==> config.mk <==
export PLATFORM = sky130hd
export DESIGN_NAME = rgb_pwm_ctrl
export DESIGN_NICKNAME = d
export VERILOG_FILES = /design/src/rtl/rgb_pwm_ctrl.sv
export SDC_FILE = /design/constraint.sdc
export NUM_CORES = 1
export LEC_CHECK = 0
export CAP_MARGIN = 20
export CORE_MARGIN = 2
export CORE_UTILIZATION = 33
export CTS_BUF_LIST = sky130_fd_sc_hd__clkbuf_4 sky130_fd_sc_hd__clkbuf_8
export DETAILED_ROUTE_END_ITERATION = 6
export PLACE_DENSITY = 0.54
export SETUP_SLACK_MARGIN = 0.05
export SYNTH_ARGS = -nofsm -noshare
export SYNTH_HDL_FRONTEND = slang
export SYNTH_SLANG_ARGS = --single-unit
export TNS_END_PERCENT = 30
==> constraint.sdc <==
create_clock -name clock -period 6.1 [get_ports clock]
set_input_delay 1.22 -clock clock [delete_from_list [all_inputs] [get_ports clock]]
set_output_delay 1.22 -clock clock [all_outputs]
set_load 0.03 [all_outputs]
==> src/rtl/rgb_pwm_ctrl.sv <==
// Multi-channel LED PWM with double-buffered duty, breathe/blink modes,
// button debouncer and a delayed board reset release.
module rgb_pwm_lane #(
  parameter int   W  = 8,
  parameter logic AL = 1'b0
) (
  input  logic         clock,
  input  logic         reset,
  input  logic         wr,
  input  logic [W-1:0] wr_duty,
  input  logic         period_end,
  input  logic [W-1:0] cnt,
  input  logic [1:0]   mode,
  input  logic [W-1:0] ramp,
  input  logic         blink_phase,
  output logic         led
);
  logic [W-1:0]   r_shadow, r_active, w_eff;
  logic [2*W-1:0] w_prod;
  logic           r_led;

  assign w_prod = {{W{1'b0}}, r_active} * {{W{1'b0}}, ramp};

  always_comb begin
    w_eff = '0;
    case (mode)
      2'd1:    w_eff = r_active;
      2'd2:    w_eff = w_prod[2*W-1:W];
      2'd3:    w_eff = blink_phase ? r_active : '0;
      default: w_eff = '0;
    endcase
  end

  // Active duty only changes at the period boundary, taking the pre-write shadow.
  always_ff @(posedge clock) begin
    if (reset) begin
      r_shadow <= '0;
      r_active <= '0;
      r_led    <= AL;
    end else begin
      if (wr)         r_shadow <= wr_duty;
      if (period_end) r_active <= r_shadow;
      r_led <= (cnt < w_eff) ^ AL;
    end
  end

  assign led = r_led;
endmodule

module rgb_pwm_ctrl #(
  parameter int          CHANNELS   = 3,
  parameter int          PWM_WIDTH  = 8,
  parameter logic [15:0] DEB_CYCLES = 16'd50000,
  parameter int          RST_CYCLES = 1024,
  parameter int          BLINK_LOG2 = 6,
  parameter int          ACTIVE_LOW = 0,
  localparam int         CW         = (CHANNELS > 1) ? $clog2(CHANNELS) : 1
) (
  input  logic                 clock,
  input  logic                 reset,
  input  logic                 wr_en,
  input  logic [CW-1:0]        wr_chan,
  input  logic [PWM_WIDTH-1:0] wr_duty,
  input  logic [1:0]           mode,
  input  logic                 usr_btn,
  output logic [CHANNELS-1:0]  led,
  output logic                 btn_level,
  output logic                 btn_press,
  output logic                 rst_n,
  output logic                 period_end
);
  localparam int             RCW = $clog2(RST_CYCLES + 1);
  localparam logic [PWM_WIDTH-1:0] ONE = 1;

  logic [PWM_WIDTH-1:0]  r_cnt, r_ramp;
  logic                  r_dir_dn;
  logic [BLINK_LOG2-1:0] r_bcnt;
  logic                  r_phase;
  logic [1:0]            r_sync;
  logic [15:0]           r_deb;
  logic                  r_lvl, r_press, r_rstn;
  logic [RCW-1:0]        r_rcnt;
  logic                  w_pe;

  assign w_pe = (r_cnt == '1);

  always_ff @(posedge clock) begin
    if (reset) begin
      r_cnt    <= '0;
      r_ramp   <= '0;
      r_dir_dn <= 1'b0;
      r_bcnt   <= '0;
      r_phase  <= 1'b0;
    end else begin
      r_cnt <= r_cnt + ONE;
      if (w_pe) begin
        // Triangle ramp turns around at the rails without overshoot.
        if (!r_dir_dn) begin
          r_ramp <= r_ramp + ONE;
          if (r_ramp == ~ONE) r_dir_dn <= 1'b1;
        end else begin
          r_ramp <= r_ramp - ONE;
          if (r_ramp == ONE) r_dir_dn <= 1'b0;
        end
        r_bcnt <= r_bcnt + 1'b1;
        if (r_bcnt == '1) r_phase <= ~r_phase;
      end
    end
  end

  for (genvar gi = 0; gi < CHANNELS; gi++) begin : g_lane
    logic w_wr;
    assign w_wr = wr_en && (wr_chan == CW'(gi));
    rgb_pwm_lane #(.W(PWM_WIDTH), .AL(ACTIVE_LOW != 0)) u_lane (
      .clock       (clock),
      .reset       (reset),
      .wr          (w_wr),
      .wr_duty     (wr_duty),
      .period_end  (w_pe),
      .cnt         (r_cnt),
      .mode        (mode),
      .ramp        (r_ramp),
      .blink_phase (r_phase),
      .led         (led[gi])
    );
  end

  always_ff @(posedge clock) begin
    if (reset) begin
      r_sync  <= '0;
      r_deb   <= '0;
      r_lvl   <= 1'b0;
      r_press <= 1'b0;
    end else begin
      r_sync  <= {r_sync[0], usr_btn};
      r_press <= 1'b0;
      if (r_sync[1] == r_lvl) begin
        r_deb <= '0;
      end else if (r_deb == DEB_CYCLES - 16'd1) begin
        r_deb   <= '0;
        r_lvl   <= r_sync[1];
        r_press <= r_sync[1];
      end else begin
        r_deb <= r_deb + 16'd1;
      end
    end
  end

  // Saturates once released so rst_n holds high until the next reset.
  always_ff @(posedge clock) begin
    if (reset) begin
      r_rcnt <= '0;
      r_rstn <= 1'b0;
    end else if (!r_rstn) begin
      r_rcnt <= r_rcnt + 1'b1;
      if (r_rcnt == RCW'(RST_CYCLES - 1)) r_rstn <= 1'b1;
    end
  end

  assign btn_level  = r_lvl;
  assign btn_press  = r_press;
  assign rst_n      = r_rstn;
  assign period_end = w_pe;
endmodule

Yosys cells after proc, flatten, opt, wreduce, memory -nomap -nowiden
Cells that the tools add are included. Widths: inputs -> output; s select.

Register bits after elaboration: 107. Bits of input ports: 16. Output and inout port bits: 7.

Add/sub/neg operators: 6. $mul: 3. Magnitude comparators: 3. Equal/unequal tests: 12. Muxes and demuxes: 12. Bitwise logic cells: 3. Reduce and logical (&&, ||, !) cells: 8.

Operators with widths (number): $pmux 8 s3 (3); $mul 8x8->16 (3); $mux 8 (4); $lt 8x8->1 (3); $add 16x1->16 const B (1); $add 8x1->8 const B (2); $eq 16x16->1 const B (1); $eq 8x8->1 const B (2); $add 11x1->11 const B (1); $eq 11x10->1 const B (1); $eq 8x1->1 const B (1); $sub 8x1->8 const B (1); $add 6x1->6 const B (1); $eq 2x2->1 const B (3); $eq 6x6->1 const B (1); $reduce_or 3->1 (2); $mux 1 (5); $eq 2x1->1 const B (2); $reduce_and 2->1 (2); $logic_and 1x1->1 (3); $not 1->1 (3); $logic_not 2->1 (1); $eq 1x1->1 (1).

Longest topological paths before layout
Depth after elaboration: 3. Depth in mapped cells: 24.

Modules after synthesis
A second synthesis with hierarchy kept.

Cell total of the unflattened synthesis: 1230. Area total of the unflattened synthesis: 11192.0 um2.

By module, submodules not included: rgb_pwm_lane at g_lane[2].u_lane (times used 1, cells each 324, area each 2895.3 um2, seq. area each 340.3 um2); rgb_pwm_lane at g_lane[0].u_lane (times used 1, cells each 306, area each 2864.0 um2, seq. area each 340.3 um2); rgb_pwm_lane at g_lane[1].u_lane (times used 1, cells each 298, area each 2807.7 um2, seq. area each 340.3 um2); rgb_pwm_ctrl (times used 1, cells each 302, area each 2625.0 um2, seq. area each 1121.1 um2).

Worst setup path after synthesis
No wires, ideal clock.

Kind: reg2reg. From: register r_ramp[7]. To: register g_lane[2].u_lane.r_led. Arrival: 5.379 ns. Path slack: 0.609 ns. Cell stages (with the launch flop): 22. Buffers on the path: 2. Cell sequence: dfxtp_1 clkbuf_1 clkbuf_1 nand2_1 fa_1 fa_1 inv_1 fa_1 inv_1 fa_1 inv_1 ha_1 o211ai_1 o21ai_0 nand2_1 o211ai_1 xor2_1 a22oi_1 ha_1 a211oi_1 nand3_1 a2111oi_1.

Cells in the longest elaborated chain, start to end: 3.

RTL lines: start, declared (RTL line 75) `logic [PWM_WIDTH-1:0] r_cnt, r_ramp;`; start signal, assigned (RTL line 99) `r_ramp <= r_ramp + ONE;`; start signal, assigned (RTL line 102) `r_ramp <= r_ramp - ONE;`; $mul 8x8->16 (RTL line 22) `assign w_prod = {{W{1'b0}}, r_active} * {{W{1'b0}}, ramp};`; $pmux 8 s3 (RTL line 26) `case (mode)`; $lt 8x8->1 (RTL line 43) `r_led <= (cnt < w_eff) ^ AL;`; end signal, assigned (RTL line 43); end, declared (RTL line 20) `logic r_led;`.

No other way between the ends. A chain may end at the register's enable or synchronous reset.

Worst setup path after layout
From: register g_lane[0].u_lane.r_active[3]. To: register g_lane[0].u_lane.r_led.

Cells in the longest elaborated chain, start to end: 3. Elaborated cells between the ends (all ways): 4. Those cells by class: mul (1); order compare (1); mux (2).

RTL lines: start, declared (RTL line 18) `logic [W-1:0] r_shadow, r_active, w_eff;`; start signal, assigned (RTL line 42) `if (period_end) r_active <= r_shadow;`; $mul 8x8->16 or $mux 8 (tied branches) (RTL line 22, 29); $pmux 8 s3 * (RTL line 26); $lt 8x8->1 * (RTL line 43); end signal, assigned (RTL line 43); end, declared (RTL line 20).

Every way passes the cells marked *; elsewhere a longest branch is shown, timed or not.

==> qor.csv <==
metric,value,unit
outcome,finished clean,
Pre-Repair DR Iteration Count,5,
syn nets,1498,
Area Growth Syn to Fin,8.61,%
syn_area_per_cell,8.66,um2
initial antenna violation count,0,
Post-CTS Setup Inserts,0,
P_leak,5.51,nW
slowest CP cell,a2111oi_0,
crit path cell chain,and2_1 > fa_1 > fa_1 > fa_1 > inv_1 > fa_1 > inv_1 > ha_1 > a21o_1 > a21oi_1 > o221a_2 > xnor2_1 > a22oi_1 > ha_1 > a211oi_1 > a221oi_1 > a2111oi_0,
Critical Path Max Stage Delay,0.60,ns
DRT antenna net count,0,
Boundary Pins,23,
Die Y,185,um
DR WL/cell,14.7,um
detailed-route DRC error count,0,
CP Buf/Inv Count,2,
cts-stage hold buffer count,0,
Pwr Total,0.00126,W
kind of critical path,register to register,
clock share of power,36.8,%
clock sink count,107,
largest net degree at the start of global routing,71,
CP startpoint kind,register,
Peak VDD IR,0.000154,V
clk_skew,0.0248,ns
Via density,4.82,
setup_tns,0,ns
Worst setup EP type,register,
switching part of the total,28.0,%
Synth Register Bits,107,
Crit Path Max Fanout,10,
PortBufs,22,
vias in the first global route,8137,
initial DRC count,381,
GPL Wtd Cong,0.772,
number of nets in the layout,1490,
worst-margin pin slew,1.06,ns
ys async rst share,0,%
FF-to-FF setup slack,0.40,ns
Final WS setup,0.398,ns
Core Area,32500,um2
total wire length,24800,um
register area share after synthesis,19.8,%
final-report hold violation count,0,
total die area,34300,um2
Psw,0.000353,W
Die W,185,um
clk buf depth,2,
Syn Inst Count,1249,
Overflow after GRT,0,
Initial Util,33.3,%
crit path DAT,5.96,ns
CTS tree,built,
Crit path required time,6.36,ns
register share of total power,57.0,%
TritonCTS Buffers,9,
Gate power share,6.1,%
RSZ-0062 raised after global routing,true,
Seq. cell area,2160,um2
Synth area leaders,"dfxtp_1 20%, fa_1 19%, ha_1 15%",
Max Cap Viol,0,
number of diodes,0,
Post-synth top cells,"155 x and2_1, 147 x inv_1, 128 x ha_1",
area of the multi-input gates,7840,um2
root buffer cell,clkbuf_8,
Layout fillers,3395,
final setup fails,0,
min Tclk post-route,5.70,ns
Post-synth EDFFs,0,
dpl ws,0.0870,ns
CP top delay family,adder cells,
yosys warns,0,
fmax,175,MHz
crit share post-route,93.5,%
"most used cell, CP",fa_1,
share of cells above drive strength 1,4.82,%
Hold Path Class,register to register,
std cell rows,66,
Slew Limit Fails,0,
post-synth top area cell,dfxtp_1,
Max-slew headroom,28.9,%
first-pass GRT wire length,41800,um
H-Tree Level Count,3,
clk_lat worst skew,0.41,ns
mapped cell area,10800,um2
post-synthesis cell type count,60,
Worst-path clk slew,0.13,ns
GRT Overall Usage,15.4,%
Power per Cell Area,107,nW/um2
P_int,0.000907,W
total number of vias,8139,
Synth Flop Type,dfxtp_1,
most numerous cell in the Yosys netlist,and2_1,
top cell type's share of synthesized area,19.8,%
Post-DP HPWL,19100,um
Hold WS,0.451,ns
-- path summary, 6_finish.rpt --
kind	depth (start not counted)	start	endpoint
max reg2reg	17	g_lane[0].u_lane.r_active[3]	g_lane[0].u_lane.led
min	1	r_deb[0]	r_deb[0]
min reg2reg	1	r_deb[0]	r_deb[0]
max	17	g_lane[0].u_lane.r_active[3]	g_lane[0].u_lane.led
-- registers in the layout (all words and copies together), names as in the netlist --
register	cells
r_dir_dn	1
btn_press	1
g_lane.u_lane.r_shadow	24
rst_n	1
r_phase	1
g_lane.u_lane.r_active	24
r_deb	16
g_lane.u_lane.led	3
r_rcnt	11
r_sync	2
btn_level	1
r_cnt	8
r_bcnt	6
r_ramp	8
-- cells by family after synthesis --
group | count (synthesis) | synth area share [%]
simple gates | 443 | 21.3
fa+ha+maj | 233 | 34.2
buf+inv | 220 | 7.79
compound gates | 155 | 9.20
flops | 107 | 19.8
xor+xnor | 63 | 5.10
mux | 28 | 2.59
-- power groups by stage --
stage                     Sequential [W]  Clock [W]  Combinational (W)
after global placement          0.000736          0          0.0000765
after global routing            0.000721   0.000510          0.0000854
after detailed placement        0.000736          0          0.0000781
after CTS                       0.000721   0.000487          0.0000784
after floorplan                 0.000732          0          0.0000501
final                           0.000719   0.000464          0.0000772
-- cells in the final DEF, fill, tap and decap left out, types with 19 or more instances in the layout --
master / count
fa_1: 105
nand2_1: 110
xnor2_1: 37
buf_4: 31
a22oi_1: 19
and2_1: 155
xor2_1: 26
nand3_1: 22
inv_1: 147
ha_1: 128
o21ai_0: 23
clkdlybuf4s50_1: 21
a21oi_1: 54
mux2i_1: 28
nor2_1: 82
dfxtp_1: 102
-- per-layer routing --
layer  wire length (um)  GRT usage, %
met5                  0             0
met4                291          3.75
met3                731          1.69
met2              11400          25.2
met1              12400          21.6
-- final cells by class --
cell class                 instances  share of cell area, %
clock inverter                     7                  0.660
tap                              442                   4.71
inverter                         148                   4.73
timing repair buffer              53                   3.81
multi-input combinational        922                   66.7
clock buffer                       9                   1.05
sequential                       107                   18.3
-- what timing repair did --
action | 4_1_cts | 5_1_grt
resized for setup | 1 | 7
cloned | 0 | 0
setup endpoints to repair | 1 | 3
pin swaps | 0 | 0
-- metrics by stage --
step / cells / util [%] / cell area (um2)
after floorplan: 1249 / - / 10800
after global placement: 1672 / 35.6 / 11500
after detailed placement: 1672 / 35.6 / 11500
after CTS: 1688 / 36.2 / 11700
after global routing: 1688 / 36.2 / 11800
final: 1688 / 36.2 / 11800
Note: power is estimated with default switching activity, not from simulation.
==> variant, RTL diff (same settings) <==
Set the parameter `PWM_WIDTH` to 6 (it was 8).
--- a/src/rtl/rgb_pwm_ctrl.sv
+++ b/src/rtl/rgb_pwm_ctrl.sv
@@ -49,7 +49,7 @@
 
 module rgb_pwm_ctrl #(
   parameter int          CHANNELS   = 3,
-  parameter int          PWM_WIDTH  = 8,
+  parameter int          PWM_WIDTH  = 6,
   parameter logic [15:0] DEB_CYCLES = 16'd50000,
   parameter int          RST_CYCLES = 1024,
   parameter int          BLINK_LOG2 = 6,
Ports: changed (resized wr_duty); port bits go from 23 to 21. The function was not compared with the original's and may differ.
==> variant against the original RTL <==
- power down 12%
- cell count decreased by 34%
- clock power down 5.8%
- sequential cell count shrank 16
- synthesized area is 34% lower
- setup slack gained 610 ps
- cell area down 34%
- utilization rose by 0.63 points
- wire length is 38% lower
- critical path type unchanged
- highest routed layer unchanged
==> variant: results (changes against the original RTL) <==
M2 GR Usage: 0.238 (-0.0145)
Compound-Gate Fraction of Synth Area: 0.0890 (-0.00301)
Clock Pin Slew Worst Setup and Hold Paths: 110 ps (-20 ps)
number of global-route vias before repair: 5,366 (-34%)
placed cell area: 7550 um^2 (-35%)
Slowest cell on crit path: dfxtp_1
PortBufs: 20 (-9.1%)
synth unique cells: 59 (-1.7%)
Synth Area in XOR/XNOR: 0.0553 (+0.00432)
Worst IR Drop VDD: 0.000108 V (-30%)
Max-slew headroom: 0.456 (+0.166)
crit-path max cell delay: 850 ps (+250 ps)
sequential area share after synthesis: 0.256 (+0.0577)
Vias/cell: 4.79 (-0.67%)
comb pwr: 0.0000643 W (-17%)
crit path DAT: 5420 ps (-540 ps)
dpl hpwl: 11,600 um (-39%)
Syn Nets: 967 (-35%)
outcome: completed
adder-cell area share of the yosys netlist: 0.265 (-0.0774)
pre-CTS WS: 984 ps (+897 ps)
post-CTS resize count: 0 (-1)
largest registers: g_lane.u_lane.r_active (18), g_lane.u_lane.r_shadow (18), r_deb (16)
GR Layer Usage met1: 0.210 (-0.00539)
critical path peak fanout: 22 (+12)
sw frac: 0.281 (+0.000887)
[variant: area by class of cell]
class	instances	area, um^2
repair buffers	28	255
clock inverters	7	91.3
multi-input cells	628	4850
clock buffers	9	124
well taps	275	344
flip-flops and latches	91	1820
fillers	2256	13300
inverters	77	289
[variant: path summary, 6_finish.rpt]
| check | start | endpoint | slack (ps) | depth (start not counted) |
|---|---|---|---|---|
| worst min-delay path | r_sync[0]$_SDFF_PP0_ | r_sync[1]$_SDFF_PP0_ | 440 | 1 |
| worst min register to register | r_sync[0]$_SDFF_PP0_ | r_sync[1]$_SDFF_PP0_ | 440 | 1 |
| worst max register to register | r_ramp[4]$_SDFFE_PP0P_ | g_lane[0].u_lane.led$_SDFF_PP0_ | 1010 | 17 |
| worst max-delay path | r_ramp[4]$_SDFFE_PP0P_ | g_lane[0].u_lane.led$_SDFF_PP0_ | 1010 | 17 |
